[config.mk]
export PLATFORM = sky130hd
export DESIGN_NAME = line_clear_ctrl
export DESIGN_NICKNAME = d
export VERILOG_FILES = /design/src/rtl/tetris_pkg.sv /design/src/rtl/line_clear_ctrl_row_cursor.sv /design/src/rtl/line_clear_ctrl.sv
export SDC_FILE = /design/constraint.sdc
export NUM_CORES = 1
export LEC_CHECK = 0
export CAP_MARGIN = 20
export CORE_ASPECT_RATIO = 0.75
export CORE_MARGIN = 3
export CORE_UTILIZATION = 45
export CTS_BUF_LIST = sky130_fd_sc_hd__clkbuf_8
export DETAILED_ROUTE_END_ITERATION = 6
export PLACE_DENSITY_LB_ADDON = 0.3
export SLEW_MARGIN = 25
export SYNTH_ARGS = -nofsm -noshare
export SYNTH_HDL_FRONTEND = slang
export SYNTH_SLANG_ARGS = --single-unit
export TNS_END_PERCENT = 10
[constraint.sdc]
create_clock -name clk -period 5.8 [get_ports clk]
set_clock_uncertainty 0.05 [all_clocks]
set_input_delay 0.58 -clock clk [delete_from_list [all_inputs] [get_ports clk]]
set_output_delay 0.58 -clock clk [all_outputs]
set_load 0.05 [all_outputs]
[src/rtl/tetris_pkg.sv]
// Shared constants, FSM state encoding and helpers for the board line-clear sequencer.
// Consumed by row_cursor and line_clear_ctrl.
package tetris_pkg;

    localparam int CELL_W                = 3;
    localparam int BLOCKS_VERTICAL_DEF   = 20;
    localparam int BLOCKS_HORIZONTAL_DEF = 10;
    localparam int ADDR_W                = 5;
    localparam int LINES_W               = 5;
    localparam int TOTAL_W               = 16;

    localparam logic [CELL_W-1:0] CELL_EMPTY = '0;

    typedef enum logic [2:0] {
        ST_IDLE,
        ST_SCAN,
        ST_SH_RD,
        ST_SH_WR,
        ST_CLR_TOP,
        ST_FIN
    } lcc_state_e;

    function automatic logic [LINES_W-1:0] sat_inc_lines(input logic [LINES_W-1:0] v);
        return (&v) ? v : v + 1'b1;
    endfunction

    function automatic logic [TOTAL_W-1:0] sat_add_total(input logic [TOTAL_W-1:0] acc,
                                                         input logic [LINES_W-1:0] inc);
        logic [TOTAL_W:0] sum;
        sum = {1'b0, acc} + {{(TOTAL_W + 1 - LINES_W){1'b0}}, inc};
        return sum[TOTAL_W] ? {TOTAL_W{1'b1}} : sum[TOTAL_W-1:0];
    endfunction

endpackage

[src/rtl/line_clear_ctrl_row_cursor.sv]
// Row / column / shift-row counters for the line-clear sequencer, plus the
// boundary flags the FSM branches on.
module row_cursor
    import tetris_pkg::*;
#(
    parameter int BLOCKS_VERTICAL   = BLOCKS_VERTICAL_DEF,
    parameter int BLOCKS_HORIZONTAL = BLOCKS_HORIZONTAL_DEF
) (
    input  logic              clk,
    input  logic              reset,
    input  logic              i_row_load_top,
    input  logic              i_row_dec,
    input  logic              i_col_clr,
    input  logic              i_col_inc,
    input  logic              i_shf_load,
    input  logic              i_shf_dec,
    output logic [ADDR_W-1:0] o_row,
    output logic [ADDR_W-1:0] o_col,
    output logic [ADDR_W-1:0] o_shf,
    output logic              o_col_last,
    output logic              o_row_top,
    output logic              o_shf_one
);

    localparam logic [ADDR_W-1:0] ROW_LAST = ADDR_W'(BLOCKS_VERTICAL - 1);
    localparam logic [ADDR_W-1:0] COL_LAST = ADDR_W'(BLOCKS_HORIZONTAL - 1);

    logic [ADDR_W-1:0] r_row;
    logic [ADDR_W-1:0] r_col;
    logic [ADDR_W-1:0] r_shf;

    // NOTE: sequential state uses non-blocking assignments so every counter
    // samples the pre-edge value of its neighbours (r_shf loads the old r_row).
    always_ff @(posedge clk or posedge reset) begin
        if (reset) begin
            r_row <= '0;
            r_col <= '0;
            r_shf <= '0;
        end else begin
            if (i_row_load_top) begin
                r_row <= ROW_LAST;
            end else if (i_row_dec) begin
                r_row <= r_row - 1'b1;
            end

            if (i_col_clr) begin
                r_col <= '0;
            end else if (i_col_inc) begin
                r_col <= r_col + 1'b1;
            end

            if (i_shf_load) begin
                r_shf <= r_row;
            end else if (i_shf_dec) begin
                r_shf <= r_shf - 1'b1;
            end
        end
    end

    assign o_row      = r_row;
    assign o_col      = r_col;
    assign o_shf      = r_shf;
    assign o_col_last = (r_col == COL_LAST);
    assign o_row_top  = (r_row == '0);
    assign o_shf_one  = (r_shf == ADDR_W'(1));

endmodule

[src/rtl/line_clear_ctrl.sv]
// Line-clear sequencer: scans the board bottom-up, collapses full rows and
// reports the count. Optional LINE_CLEAR_STATS_EN adds total_lines / tetris_flag.
module line_clear_ctrl
    import tetris_pkg::*;
#(
    parameter int BLOCKS_VERTICAL   = BLOCKS_VERTICAL_DEF,
    parameter int BLOCKS_HORIZONTAL = BLOCKS_HORIZONTAL_DEF
) (
    input  logic                clk,
    input  logic                reset,
    input  logic                start,
    output logic                busy,
    output logic                done,
    output logic [LINES_W-1:0]  lines_cleared,
    output logic [ADDR_W-1:0]   mem_vaddr,
    output logic [ADDR_W-1:0]   mem_haddr,
    input  logic [CELL_W-1:0]   mem_rdata,
    output logic                mem_we,
    output logic [CELL_W-1:0]   mem_wdata
`ifdef LINE_CLEAR_STATS_EN
   ,output logic [TOTAL_W-1:0]  total_lines,
    output logic                tetris_flag
`endif
);

    lcc_state_e         r_state;
    logic [CELL_W-1:0]  r_hold;
    logic [LINES_W-1:0] r_lines;
    logic               r_busy;
    logic               r_done;
    logic [LINES_W-1:0] r_lines_cleared;
`ifdef LINE_CLEAR_STATS_EN
    logic [TOTAL_W-1:0] r_total;
    logic               r_tetris;
`endif

    logic              w_row_load_top;
    logic              w_row_dec;
    logic              w_col_clr;
    logic              w_col_inc;
    logic              w_shf_load;
    logic              w_shf_dec;
    logic [ADDR_W-1:0] w_row;
    logic [ADDR_W-1:0] w_col;
    logic [ADDR_W-1:0] w_shf;
    logic              w_col_last;
    logic              w_row_top;
    logic              w_shf_one;
    logic              w_cell_full;

    assign w_cell_full = (mem_rdata != CELL_EMPTY);

    row_cursor #(
        .BLOCKS_VERTICAL   (BLOCKS_VERTICAL),
        .BLOCKS_HORIZONTAL (BLOCKS_HORIZONTAL)
    ) u_row_cursor (
        .clk            (clk),
        .reset          (reset),
        .i_row_load_top (w_row_load_top),
        .i_row_dec      (w_row_dec),
        .i_col_clr      (w_col_clr),
        .i_col_inc      (w_col_inc),
        .i_shf_load     (w_shf_load),
        .i_shf_dec      (w_shf_dec),
        .o_row          (w_row),
        .o_col          (w_col),
        .o_shf          (w_shf),
        .o_col_last     (w_col_last),
        .o_row_top      (w_row_top),
        .o_shf_one      (w_shf_one)
    );

    // NOTE: every signal written here gets a default first, so no path through
    // the case statement can infer a latch.
    always_comb begin
        w_row_load_top = 1'b0;
        w_row_dec      = 1'b0;
        w_col_clr      = 1'b0;
        w_col_inc      = 1'b0;
        w_shf_load     = 1'b0;
        w_shf_dec      = 1'b0;
        unique case (r_state)
            ST_IDLE: begin
                if (start) begin
                    w_row_load_top = 1'b1;
                    w_col_clr      = 1'b1;
                end
            end
            ST_SCAN: begin
                if (!w_cell_full) begin
                    if (!w_row_top) begin
                        w_row_dec = 1'b1;
                        w_col_clr = 1'b1;
                    end
                end else if (!w_col_last) begin
                    w_col_inc = 1'b1;
                end else begin
                    w_shf_load = 1'b1;
                    w_col_clr  = 1'b1;
                end
            end
            ST_SH_WR: begin
                if (!w_col_last) begin
                    w_col_inc = 1'b1;
                end else begin
                    w_col_clr = 1'b1;
                    w_shf_dec = !w_shf_one;
                end
            end
            ST_CLR_TOP: begin
                if (!w_col_last) begin
                    w_col_inc = 1'b1;
                end else begin
                    w_col_clr = 1'b1;
                end
            end
            default: ;
        endcase
    end

    always_ff @(posedge clk or posedge reset) begin
        if (reset) begin
            r_state         <= ST_IDLE;
            r_hold          <= CELL_EMPTY;
            r_lines         <= '0;
            r_busy          <= 1'b0;
            r_done          <= 1'b0;
            r_lines_cleared <= '0;
`ifdef LINE_CLEAR_STATS_EN
            r_total         <= '0;
            r_tetris        <= 1'b0;
`endif
        end else begin
            r_done <= 1'b0;
`ifdef LINE_CLEAR_STATS_EN
            r_tetris <= 1'b0;
`endif
            unique case (r_state)
                ST_IDLE: begin
                    if (start) begin
                        r_lines <= '0;
                        r_busy  <= 1'b1;
                        r_state <= ST_SCAN;
                    end
                end
                ST_SCAN: begin
                    if (!w_cell_full) begin
                        if (w_row_top) begin
                            r_state         <= ST_FIN;
                            r_done          <= 1'b1;
                            r_lines_cleared <= r_lines;
`ifdef LINE_CLEAR_STATS_EN
                            r_total  <= sat_add_total(r_total, r_lines);
                            r_tetris <= (r_lines == LINES_W'(4));
`endif
                        end
                    end else if (w_col_last) begin
                        r_lines <= sat_inc_lines(r_lines);
                        r_state <= w_row_top ? ST_CLR_TOP : ST_SH_RD;
                    end
                end
                ST_SH_RD: begin
                    r_hold  <= mem_rdata;
                    r_state <= ST_SH_WR;
                end
                ST_SH_WR: begin
                    if (!w_col_last) begin
                        r_state <= ST_SH_RD;
                    end else begin
                        r_state <= w_shf_one ? ST_CLR_TOP : ST_SH_RD;
                    end
                end
                ST_CLR_TOP: begin
                    if (w_col_last) begin
                        r_state <= ST_SCAN;
                    end
                end
                ST_FIN: begin
                    r_busy  <= 1'b0;
                    r_state <= ST_IDLE;
                end
                default: r_state <= ST_IDLE;
            endcase
        end
    end

    // Memory port is a pure decode of registered state: read data returns in
    // the same cycle, so the address must track the current cursor.
    always_comb begin
        mem_vaddr = '0;
        mem_haddr = '0;
        mem_we    = 1'b0;
        mem_wdata = CELL_EMPTY;
        unique case (r_state)
            ST_SCAN: begin
                mem_vaddr = w_row;
                mem_haddr = w_col;
            end
            ST_SH_RD: begin
                mem_vaddr = w_shf - 1'b1;
                mem_haddr = w_col;
            end
            ST_SH_WR: begin
                mem_vaddr = w_shf;
                mem_haddr = w_col;
                mem_we    = 1'b1;
                mem_wdata = r_hold;
            end
            ST_CLR_TOP: begin
                mem_haddr = w_col;
                mem_we    = 1'b1;
            end
            default: ;
        endcase
    end

    assign busy          = r_busy;
    assign done          = r_done;
    assign lines_cleared = r_lines_cleared;
`ifdef LINE_CLEAR_STATS_EN
    assign total_lines   = r_total;
    assign tetris_flag   = r_tetris;
`endif

endmodule

Yosys cells after proc, flatten, opt, wreduce, memory -nomap -nowiden
Index checks and enable logic that the tools add are counted.
{"block": "word_totals", "out_inout_bits": 21, "reg_bits": 33, "elab_cells": 88, "input_bits": 6}
{"block": "classes", "bitwise_logic": 1, "reduce_logical": 16, "n_addsub": 4, "eq_ne": 14, "muxes": 44}
{"operator": "5-bit two-way mux", "count": 11}
{"operator": "3-bit two-way mux", "count": 9}
{"operator": "1-bit two-way mux", "count": 18}
{"operator": "3-bit one-hot mux with 5 select lines", "count": 1}
{"operator": "5-bit one-hot mux with 3 select lines", "count": 1}
{"operator": "5-bit by 1-bit adder with 5-bit output, second input constant", "count": 2}
{"operator": "2-bit inequality test, second input constant", "count": 5}
{"operator": "5-bit one-hot mux with 2 select lines", "count": 1}
{"operator": "5-bit AND reduction", "count": 2}
{"operator": "2-bit nonzero test", "count": 5}
{"operator": "5-bit by 1-bit subtractor with 5-bit output, second input constant", "count": 2}
{"operator": "3-bit by 2-bit == test with 1-bit output, second input constant", "count": 2}
{"operator": "3-bit == test, second input constant", "count": 2}
{"operator": "3-bit inequality test, second input constant", "count": 2}
{"operator": "5-bit by 1-bit == test with 1-bit output, second input constant", "count": 1}
{"operator": "5-bit by 4-bit == test with 1-bit output, second input constant", "count": 1}
{"operator": "5-bit zero test", "count": 1}
{"operator": "1-bit one-hot mux with 2 select lines", "count": 2}
{"operator": "4-bit AND reduction", "count": 1}
{"operator": "4-bit OR reduction", "count": 1}
{"operator": "3-bit by 1-bit == test with 1-bit output, second input constant", "count": 1}
{"operator": "3-bit zero test", "count": 1}
{"operator": "1-bit one-hot mux with 3 select lines", "count": 1}
{"operator": "3-bit AND reduction", "count": 1}
{"operator": "other kinds (5)", "count": 5}

Longest topological paths before layout
Gate-level depths: netlist of the first run.
{"block": "depth", "word_depth": 6, "depth_mapped": 8, "depth_no_buf": 6}

Modules after synthesis
A second synthesis of the first run with hierarchy kept.
{"block": "unflattened", "hier_cells": 203, "area_unflattened_um2": 1978.1}
{"mod": "line_clear_ctrl", "seq_area_each_um2": 450.4, "n_inst": 1, "cells_each": 128, "area_each_um2": 1177.4}
{"mod": "row_cursor", "seq_area_each_um2": 375.4, "n_inst": 1, "cells_each": 75, "area_each_um2": 800.8}

Worst setup path before layout of the first run
OpenSTA, ideal clock, no wires.
{"block": "synth_path", "kind": "register to output", "start": "register u_row_cursor.r_shf[0], in the netlist u_row_cursor.o_shf[0]", "end": "output port mem_vaddr[4]", "slack_ps": 3326, "n_path_buf": 0, "arrival_time_ps": 1844, "required_ps": 5170, "stages_incl_launch_ff": 7, "path_cell_list": "dfrtp_1 -> inv_1 -> ha_1 -> nor4b_1 -> xor2_1 -> a22oi_1 -> nor2_1"}
{"block": "synth_via", "elab_chain_len": 2}
{"item": "start: declaration", "line": "line_clear_ctrl_row_cursor.sv:30", "text": "logic [ADDR_W-1:0] r_shf;"}
{"item": "start signal: assignment", "line": "line_clear_ctrl_row_cursor.sv:53", "text": "r_shf <= r_row;"}
{"item": "start signal: assignment", "line": "line_clear_ctrl_row_cursor.sv:55", "text": "r_shf <= r_shf - 1'b1;"}
{"item": "5-bit by 1-bit subtractor with 5-bit output", "line": "line_clear_ctrl.sv:200", "text": "mem_vaddr = w_shf - 1'b1;"}
{"item": "5-bit one-hot mux with 3 select lines", "line": "line_clear_ctrl.sv:194", "text": "unique case (r_state)"}
{"item": "end: declaration", "line": "line_clear_ctrl.sv:15", "text": "output logic [ADDR_W-1:0] mem_vaddr,"}
Every way passes these cells.

Final worst setup path of the first run
Ends and elaborated chain as after synthesis.

==> results of run 1 <==
## worst paths after layout
path,end,slack [ps],cells past startpoint
max,mem_vaddr[4],2640,7
min,lines_cleared[1]$_DFFE_PP0P_,440,2
max reg2reg,lines_cleared[3]$_DFFE_PP0P_,3370,5
min reg2reg,lines_cleared[1]$_DFFE_PP0P_,440,2
max in group asynchronous,u_row_cursor.o_row[2]$_DFFE_PP0P_,4760,3
min in group asynchronous,u_row_cursor.o_shf[1]$_DFFE_PP0P_,640,3
## cell usage in the layout, fill, tap and decap left out, drive strengths merged, types with 4 or more instances in the layout
cell type,n
mux2i,8
clkbuf,7
and2,8
nand2,15
a221o,5
dfrtp,33
nor3,6
a21oi,10
clkdlybuf4s50,26
inv,13
ha,7
or3,6
nor2b,4
mux2,7
o21ai,7
xnor2,5
nor2,17
nand3,4
## critical path: stages (launching register included)
cell             delay (ps)
dfrtp_1                 460
inv_1                    90
ha_1                    210
nor4b_1                 320
xor2_1                  180
a22oi_1                  80
nor2_1                  110
clkdlybuf4s50_1         810
## cell type report
cell class / count / area [µm²]
well taps: 55 / 68.8
fillers: 386 / 1810
repair buffers: 28 / 275
clock inverters: 1 / 5.00
clock buffers: 7 / 96.3
inverters: 13 / 48.8
multi-input cells: 153 / 1080
flip-flops and latches: 33 / 826
## metrics by stage
stage	cell area, µm²	setup WS, ps	instances	power (mW)	utilization (%)
floorplan	2030	3330	213	0.870	-
detailed placement	2300	2950	282	1.03	54.6
CTS	2400	2640	290	1.22	57.0
global route	2400	2510	290	1.30	57.0
global placement	2300	2960	282	1.02	54.6
finish	2400	2640	290	1.21	57.0
## where the power goes
group / internal, mW / switching (mW)
clock network: 0.107 / 0.0824
logic: 0.253 / 0.391
registers: 0.288 / 0.0927
total: 0.649 / 0.566
## logic make-up after synthesis
kind of cell | after synthesis | synth area share (%)
simple gates | 84 | 23.6
xor+xnor | 8 | 3.45
mux | 15 | 8.39
compound gates | 39 | 13.4
buf+inv | 27 | 6.17
flops | 33 | 40.7
fa+ha+maj | 7 | 4.32
## flip-flops by register name, indices dropped and copies added, names as in the netlist
name / cells
u_row_cursor.o_shf: 5
lines_cleared: 5
busy: 1
r_state: 3
r_hold: 3
u_row_cursor.o_col: 5
r_lines: 5
done: 1
u_row_cursor.o_row: 5
## routing by layer
| metal | vias up | wire length, µm |
|---|---|---|
| met5 | - | 0 |
| met4 | 0 | 44 |
| met3 | 7 | 265 |
| met2 | 48 | 1860 |
| met1 | 787 | 2170 |
| li1 | 801 | - |
==> out/qor.yml, run 1 <==
synthesis:
  ys_ff_latch: 33
  synth_edf_count: 0
  synth_warnings: 0
  avgSynthCellArea_um2: 9.52
  synth_top_area_share_pct: 40.7
  async_reset_ff_share_pct: 100
  syn_nets: 226
  synthDistinctLibCells: 52
  ys.flop_type: "dfrtp_1"
  syn_area_mm2: 0.00203
  ys_top_cells_by_count: "dfrtp_1, nor2_1, nand2_1"
  synthMostInstantiatedCell: "dfrtp_1"
  synth-seq-area-share_pct: 40.7
  synthCells: 213
  synth_top_area_cell: "dfrtp_1"
  synthTopCellsByArea: "dfrtp_1, ha_1, mux2i_1, nor2_1, nand2_1"
routing:
  wl_um: 4340
  drc: 0
  antenna_left: 0
  vias: 1643
  vias_per_cell: 5.67
  first_pass_iters: 4
  wl_per_cell_um: 15.0
  drtIter0Drc: 145
die:
  core-area_mm2: 0.00420
  io_pins: 27
  die_w_um: 83.5
  num_rows: 20
  dieArea_mm2: 0.00536
  start_util_pct: 48.2
  die_h_um: 64.1
global_routing:
  grt_usage_pct: 17.6
  grt_pass1_vias: 1519
  grt.met3_usage_pct: 4.38
  grt_first_pass_wirelength_um: 7580
  grt-ovfl-total: 0
  antenna_found_initial: 0
  use_met1_pct: 25.2
  grt_util_met2_pct: 26.5
  busiest_layer: "met2"
  grt_start_max_net_pins: 34
sta:
  hold_ws_ps: 438
  max_slew.worst_pin.slew_ps: 928
  fmax_mhz: 317
  finalMaxSlewViolations: 0
  setup_violations: 0
  hold_viol: 0
  setup_tns_ps: 0
  period_needed_ps: 3160
  slew_headroom_pct: 38.0
  min_period_over_period_pct: 54.4
  grt_setup_unrepaired: "false"
placed_design:
  gp_congestion: 0.813
  dp_hpwl_um: 3190
  io_buffers: 26
clocking:
  hold_buffers: 0
  clock-sinks: 33
  cts_buffer_depth: 2
  htree_levels: 2
  clock-root-buffer: "clkbuf_8"
  cts_buffers: 5
  ctsResizeCount: 0
  clk_pin_slew_ps: 70
  clkLatencyLatePin_ps: 280
  cts_tree: "built"
  postCtsSetupBuffers: 0
power_and_ir_drop:
  ir_drop_mv: 0.329
  power.density_mw_per_mm2: 507
  leakage_nw: 1.09
setup_path:
  required_ps: 5170
  setup.worst_path.start: "u_row_cursor.o_shf[0]$_DFFE_PP0P_"
  r2r_start: "u_row_cursor.o_row[0]$_DFFE_PP0P_"
  setup.worst_path.end_class: "output pin"
  worstSetupStartpointType: "flip-flop"
  criticalPathCategory: "flip-flop to output pin"
  cp_max_fo: 6
  worstPathArrival_ps: 2530
outcome:
  status: "finished clean"
worst_hold_path:
  min-delay-start: "lines_cleared[1]$_DFFE_PP0P_"
  hold_class: "flip-flop to flip-flop"
cells_and_area:
  fin_nets: 247
  antenna_cells: 0
  syn2layout_area_growth_pct: 18.2
  drive_above_1_share_pct: 9.36
job:
  cap_violations: 0
No activity file was read; power rests on OpenSTA's default activity.
==> run 2: changes to the inputs <==
==> constraint.sdc (replaced) <==
create_clock -name clk -period 3.2 [get_ports clk]
set_clock_uncertainty 0.05 [all_clocks]
set_input_delay 0.32 -clock clk [delete_from_list [all_inputs] [get_ports clk]]
set_output_delay 0.32 -clock clk [all_outputs]
set_load 0.05 [all_outputs]
==> out/qor.yml, run 2 (synthesis results as in run 1) <==
global_routing:
  antenna_found_initial: 0
  grt_first_pass_wirelength_um: 7950
  grt_pass1_vias: 1648
  grt-ovfl-total: 0
  grt_start_max_net_pins: 34
  grt_usage_pct: 18.8
routing:
  vias_per_cell: 5.63
  wl_um: 4620
  antenna_left: 0
  vias: 1645
  first_pass_iters: 4
  wl_per_cell_um: 15.8
  drc: 0
  drtIter0Drc: 105
sta:
  slew_headroom_pct: 61.1
  fmax_mhz: 345
  max_slew.worst_pin.slew_ps: 575
  hold_ws_ps: 376
  setup_violations: 0
  period_needed_ps: 2900
  setup_tns_ps: 0
  worst_slack_ps: 302
  finalMaxSlewViolations: 0
  grt_setup_unrepaired: "false"
  min_period_over_period_pct: 90.6
  hold_viol: 0
cells_and_area:
  drive_above_1_share_pct: 9.70
  layout_commonest_cell: "dfrtp_1"
  stdcell_area_mm2: 0.00243
  fin_nets: 249
  final_cell_mix: "dfrtp_1, clkdlybuf4s50_1, nor2_1"
  fill_cells: 385
  antenna_cells: 0
  syn2layout_area_growth_pct: 19.7
worst_hold_path:
  hold_class: "input port to async pin"
die:
  die_w_um: 83.5
  io_pins: 27
  start_util_pct: 48.2
  num_rows: 20
  dieArea_mm2: 0.00536
  die_h_um: 64.1
  core-area_mm2: 0.00420
placed_design:
  place_ws_ps: 614
  gp_congestion: 0.839
  dp_hpwl_um: 3290
  placed_area_mm2: 0.00231
  io_buffers: 26
clocking:
  htree_levels: 2
  clkLatencyLatePin_ps: 290
  clock-root-buffer: "clkbuf_8"
  clk_pin_slew_ps: 60
  ctsResizeCount: 0
  cts_tree: "built"
  cts_buffer_depth: 2
  cts_buffers: 5
  clock-sinks: 33
  hold_buffers: 0
  postCtsSetupBuffers: 0
setup_path:
  required_ps: 2830
  worstPathArrival_ps: 2530
  worstSetupStartpointType: "flip-flop"
  criticalPathCategory: "flip-flop to output pin"
  setup.worst_path.end_class: "output pin"
  reg2reg_depth: 7
  cp_max_fo: 6
power_and_ir_drop:
  leakage_nw: 1.11
  power.density_mw_per_mm2: 945
  ir_drop_mv: 0.571
job:
  cap_violations: 0
outcome:
  status: "finished clean"
## run 2: area by class of cell
| type | count | area (µm²) | share of cell area [%] |
|---|---|---|---|
| Clock buffer | 6 | 82.6 | 3.40 |
| Timing Repair Buffer | 30 | 290 | 12.0 |
| Sequential cell | 33 | 826 | 34.0 |
| Inverter | 13 | 48.8 | 2.01 |
| Tap cell | 55 | 68.8 | 2.84 |
| Multi-Input combinational cell | 153 | 1080 | 44.4 |
| Clock inverter | 2 | 33.8 | 1.39 |
## run 2: path summary, 6_finish.rpt
check / start / end / slack (ps)
worst max-delay path: u_row_cursor.o_shf[0]$_DFFE_PP0P_ / mem_vaddr[4] / 300
worst min-delay path: reset / u_row_cursor.o_shf[4]$_DFFE_PP0P_ / 380
worst max register to register: u_row_cursor.o_col[1]$_DFFE_PP0P_ / u_row_cursor.o_shf[3]$_DFFE_PP0P_ / 740
worst min register to register: lines_cleared[1]$_DFFE_PP0P_ / lines_cleared[1]$_DFFE_PP0P_ / 440
max in group asynchronous: reset / lines_cleared[2]$_DFFE_PP0P_ / 2420
min in group clk: lines_cleared[1]$_DFFE_PP0P_ / lines_cleared[1]$_DFFE_PP0P_ / 440
## run 2: metrics by stage
step	utilization [%]	total power [mW]	cells
after detailed placement	55.0	1.88	284
after global routing	57.7	2.45	292
after CTS	57.7	2.30	292
final	57.7	2.29	292
after floorplan	-	1.58	213
after global placement	55.0	1.86	284
## run 2: per-layer routing
metal | routed length (µm) | GRT usage [%]
met1 | 2320 | 26.6
met2 | 2000 | 26.6
met3 | 268 | 5.15
met4 | 38 | 8.63
met5 | 0 | 0
## run 2: worst max-delay path, cell delays in order (launching register included)
cell and delay (ps):
dfrtp_1 460, inv_1 90, ha_1 200, nor4b_1 310
xor2_1 180, a22oi_1 80, nor2_1 110, clkdlybuf4s50_1 810
## run 2: report_power, final
part	internal, mW	total, mW	leakage [nW]	switching, mW
registers	0.522	0.697	0.425	0.174
logic	0.471	1.19	0.621	0.715
clock network	0.251	0.412	0.0626	0.161
